## src/rtl/keynsham_ram_arbiter.sv

```systemverilog
// Two-master arbiter for the keynsham RAM data port: one single-cycle RAM access per transaction.
// Define KEYNSHAM_RAM_ARB_RR_EN for round-robin arbitration; otherwise master 0 has fixed priority.
module keynsham_ram_arbiter (
    input  logic        clk,
    input  logic        rst,

    input  logic        m0_access,
    input  logic        m0_cs,
    input  logic [31:0] m0_addr,
    input  logic [3:0]  m0_bytesel,
    input  logic [31:0] m0_wr_val,
    input  logic        m0_wr_en,
    output logic [31:0] m0_data,
    output logic        m0_ack,

    input  logic        m1_access,
    input  logic        m1_cs,
    input  logic [31:0] m1_addr,
    input  logic [3:0]  m1_bytesel,
    input  logic [31:0] m1_wr_val,
    input  logic        m1_wr_en,
    output logic [31:0] m1_data,
    output logic        m1_ack,

    output logic        ram_access,
    output logic        ram_cs,
    output logic [31:0] ram_addr,
    output logic [3:0]  ram_bytesel,
    output logic [31:0] ram_wr_val,
    output logic        ram_wr_en,
    input  logic [31:0] ram_data,
    input  logic        ram_ack
);

    typedef enum logic [1:0] {
        IDLE  = 2'd0,
        ISSUE = 2'd1,
        WAIT  = 2'd2
    } state_t;

    typedef struct packed {
        logic [31:0] addr;
        logic [3:0]  bytesel;
        logic [31:0] wr_val;
        logic        wr_en;
    } req_t;

    state_t     state, state_nxt;
    req_t [1:0] req_in;
    req_t       req_q;
    logic [1:0] req;
    logic       grant_q;
    logic       grant_nxt;
    logic       done;

    always_comb begin
        req[0]    = m0_access & m0_cs;
        req[1]    = m1_access & m1_cs;
        req_in[0] = '{addr: m0_addr, bytesel: m0_bytesel, wr_val: m0_wr_val, wr_en: m0_wr_en};
        req_in[1] = '{addr: m1_addr, bytesel: m1_bytesel, wr_val: m1_wr_val, wr_en: m1_wr_en};
    end

`ifdef KEYNSHAM_RAM_ARB_RR_EN
    // last_q holds the index of the most recent grant; contention goes to the other master.
    logic last_q;

    always_comb begin
        if (req == 2'b11)
            grant_nxt = ~last_q;
        else
            grant_nxt = ~req[0];
    end

    always_ff @(posedge clk or posedge rst) begin
        if (rst)
            last_q <= 1'b1;
        else if (state == IDLE && |req)
            last_q <= grant_nxt;
    end
`else
    // Master 1 wins only when master 0 is not requesting.
    assign grant_nxt = ~req[0];
`endif

    always_ff @(posedge clk or posedge rst) begin
        if (rst)
            state <= IDLE;
        else
            state <= state_nxt;
    end

    always_comb begin
        state_nxt = state;
        case (state)
            IDLE:    if (|req) state_nxt = ISSUE;
            ISSUE:   state_nxt = WAIT;
            WAIT:    if (ram_ack) state_nxt = IDLE;
            default: state_nxt = IDLE;
        endcase
    end

    // Requests are captured only in IDLE, so a master still holding its request in the ack cycle is not re-issued.
    always_ff @(posedge clk or posedge rst) begin
        if (rst) begin
            req_q   <= '0;
            grant_q <= 1'b0;
        end else if (state == IDLE && |req) begin
            req_q   <= req_in[grant_nxt];
            grant_q <= grant_nxt;
        end
    end

    always_comb begin
        ram_access  = 1'b0;
        ram_cs      = 1'b0;
        ram_wr_en   = 1'b0;
        ram_addr    = req_q.addr;
        ram_bytesel = req_q.bytesel;
        ram_wr_val  = req_q.wr_val;
        done        = 1'b0;
        m0_ack      = 1'b0;
        m1_ack      = 1'b0;
        m0_data     = '0;
        m1_data     = '0;
        case (state)
            ISSUE: begin
                ram_access = 1'b1;
                ram_cs     = 1'b1;
                ram_wr_en  = req_q.wr_en;
            end
            WAIT: begin
                done = ram_ack;
            end
            default: ;
        endcase
        if (done) begin
            m0_ack  = ~grant_q;
            m1_ack  = grant_q;
            m0_data = grant_q ? 32'h0 : ram_data;
            m1_data = grant_q ? ram_data : 32'h0;
        end
    end

endmodule

```

## config.mk

```make
export PLATFORM = sky130hd
export DESIGN_NAME = keynsham_ram_arbiter
export DESIGN_NICKNAME = d
export VERILOG_FILES = /design/src/rtl/keynsham_ram_arbiter.sv
export SDC_FILE = /design/constraint.sdc
export NUM_CORES = 1
export LEC_CHECK = 0
export ABC_AREA = 0
export BUFFER_PORTS_ARGS = -buffer_cell sky130_fd_sc_hd__buf_2
export CAP_MARGIN = 25
export CORE_AREA = 2 2 123 125
export CTS_BUF_LIST = sky130_fd_sc_hd__clkbuf_4
export CTS_CLUSTER_SIZE = 14
export DETAILED_ROUTE_END_ITERATION = 8
export DIE_AREA = 0 0 125 127
export GPL_TIMING_DRIVEN = 0
export PLACE_DENSITY = 0.71
export SYNTH_ARGS = -nofsm -noshare
export SYNTH_HDL_FRONTEND = slang
export SYNTH_SLANG_ARGS = --single-unit
export TNS_END_PERCENT = 20
```

## constraint.sdc

```tcl
create_clock -name clk -period 2.4 [get_ports clk]
set_input_delay 0.36 -clock clk [delete_from_list [all_inputs] [get_ports clk]]
set_output_delay 0.36 -clock clk [all_outputs]
set_load 0.05 [all_outputs]
```

==> run metrics <==
Die Area=15900 um^2; Worst Hold Depth=2; synth warn=0; family with the most delay on the worst path=simple AND/OR/NAND/NOR gates; clk buf depth=2; CP startpoint kind=flip-flop; crit-path max cell delay=440 ps; share of post-route cells with drive strength above 1=79.6%; post-route ant nets=0; Clk network pwr share=8.9%; adder-cell share of the synthesized area=0%; # port buffers=313; Static Leakage=roughly 3.5 nW; worst r2r src=state[0]; Slew Limit Headroom=70.5%; synth unique cells=19; Die W=125 um; # nets final=approximately 880; global route overflow=0; RSZ-0062 raised after global routing=no; largest net degree at the start of global routing=41; total power=8.40 mW; via count=roughly 3800; DRT iter0 DRCs=70; Setup Viol. Count Final=0; vias per cell=4.29; Sequential Power Share=25.4%; register area share after synthesis=39.5%; Switching Fraction=about half; CP Buf/Inv Count=2; later-pin clock latency in the skew report=approximately 430 ps; fin util=45.3%; post-synthesis simple-gate area fraction=10.2%; gp weighted congestion=~0.93; initial antenna violation count=5; CTS buffer count=9; HPWL Detailed=10.9 mm; Starting Density=31.6%; CP Capture Type=output port; worst path required time=2040 ps; Avg Inst Size Synth=12.1 um^2; Yosys reg bits=72; GR Util All Layers=16.0%; CP Class=flip-flop to output port; TritonCTS clock tree=yes; CTS H-tree lvls=3; synthesized area=4560 um^2; portion of netlist area occupied by mux cells=about a third; Pwr Density=about 1300 nW/um^2; Synth top area share=39.5%; xor-xnor portion of the synthesized cell area=0%; Comb pwr share=approximately 66%; Switch Pwr=approximately 4.2 mW; DRC=0; outcome=finished clean; Clk pin slew, worst setup/hold paths=120 ps; row cnt=44; fin crit share=95.2%; WL final=13.0 mm; Synth-to-Final Area Change=43.4%; worst min path class=input pin to flip-flop; CTS root buf=clkbuf_4; Area contributors post-synth=dfrtp_1, mux2_2, buf_4, and2_1, mux2_4; vias in the first global route=3823; Critical Path, Cell by Cell=and4b_2 > clkbuf_2 > and2_1 > buf_2; Slew Viols, Final=0; Internal Power=around 4.2 mW; Top Ports=roughly 310; worst hold endpoint=grant_q; max-cap violations=0; worst reg-to-reg path cell count=4; core region area=14400 um^2; Compound-Gate Fraction of Synth Area=less than 1%; maximum VDD drop=603 uV; drt pass-1 iters=3; crit path max fanout=10; maximum clock rate=438 MHz; FF-to-FF setup slack=680 ps; Min Hold Slack=approximately 110 ps; clk sinks=72; Critical-path top delay cell=dfrtp_1; Worst Skew=~12 ps; wire length per cell=14.6 um; Final Hold Fails=0; Hold Startpoint=m0_cs; reg-to-reg critical path endpoint=ram_wr_val[28]; synthesized net count=553; global-route wire length before repair=between 15 and 20 mm; largest family of logic cells by synthesized area=multiplexers; Cells after Synth=376; Filler cells=about 1400; CP Data Arrival Time=1920 ps; Die Ht=about 130 um; post-synth top area cell=dfrtp_1; Worst-Margin Slew=442 ps; Final Critical Period=approximately 2300 ps
-- flip-flops by register name (all words and copies together), names as in the netlist --
register,count
ram_bytesel,4
state,2
req_q,1
ram_wr_val,32
ram_addr,32
grant_q,1
-- worst register-to-register path, cell delays in order (launching register included) --
cell      delay, ps
dfrtp_1         440
nor2_1          210
a21boi_4        400
buf_6           220
mux2_2          350
-- logic make-up (layout without fill, tap and decap cells) --
group,count (synthesis),in the layout
buffers and inverters,90,419
other,0,5
multiplexers,138,138
AND/OR/NAND/NOR,73,73
flip-flops,72,72
AO/OA/AOI/OAI,3,3
-- power groups by stage --
| stage | Sequential, mW | Clock (mW) | Combinational, mW |
|---|---|---|---|
| 2_1_floorplan | 2.08 | 0 | 4.55 |
| 3_3_place_gp | 2.14 | 0 | 5.52 |
| 3_5_place_dp | 2.17 | 0 | 5.55 |
| 4_1_cts | 2.14 | 0.783 | 5.57 |
| 5_1_grt | 2.21 | 0.842 | 5.78 |
| 6_report | 2.14 | 0.744 | 5.52 |
-- final cells by class --
class                      instances  area, um^2  share of cell area [%]
tap                              184         230                    3.52
timing repair buffer             315        1600                    24.5
buffer                            89         674                    10.3
inverter                           1        6.26                  0.0957
clock inverter                     4        47.5                   0.727
antenna                            5        12.5                   0.191
multi-input combinational        214        2090                    31.9
clock buffer                      10        75.1                    1.15
sequential                        72        1800                    27.6
-- placed cells by master (no fill, tap or decap), drive strengths merged, types with 2 or more instances in the layout --
cell type | synthesis | final
nand2 | 2 | 2
mux2 | 138 | 138
diode | 0 | 5
a31oi | 2 | 2
and2 | 65 | 65
dfrtp | 72 | 72
clkbuf | 6 | 17
clkinv | 0 | 2
buf | 83 | 396
-- routing by layer --
| layer | up-vias | wire (um) | GRT usage [%] |
|---|---|---|---|
| li1 | 1860 | - | - |
| met1 | 1769 | 4560 | 15.5 |
| met2 | 183 | 7050 | 30.6 |
| met3 | 25 | 924 | 4.65 |
| met4 | 0 | 499 | 8.95 |
| met5 | - | 0 | 0 |
-- synth_stat cells (all sizes together) --
master / number
nor3b: 1
and4b: 1
a21boi: 1
dfrtp: 72
and2: 65
nor2: 1
a31oi: 2
mux2: 138
and4bb: 1
or2: 1
nand2: 2
buf: 83
inv: 1
nor2b: 1
clkbuf: 6
-- timing repair --
| action | CTS | global route |
|---|---|---|
| hold buffers | 1 | 0 |
| endpoints found under the hold margin | 32 | 0 |
| setup endpoints to repair | 35 | 18 |
| gates resized for setup | 5 | 6 |
| setup buffers | 0 | 0 |
-- per-stage QoR --
stage	instances	worst slack [ps]	cell area, um^2	setup TNS [ps]
2_1_floorplan	376	215	4560	0
3_3_place_gp	873	-772	6350	-55050
3_5_place_dp	874	403	6380	0
4_1_cts	889	16.0	6520	0
5_1_grt	894	10.6	6540	0
6_report	894	115	6540	0
-- worst max-delay path by stage --
stage                        end  cells past startpoint  slack, ps     start
floorplan                grant_q                      1        220       rst
global placement    ram_addr[16]                      2       -770       rst
detailed placement    m0_data[1]                      4        400  state[0]
CTS                   m1_data[5]                      4         20  state[0]
global route         m0_data[15]                      4         10  state[0]
finish                m1_data[5]                      4        120  state[0]
Note: power is estimated with default switching activity, not from simulation.
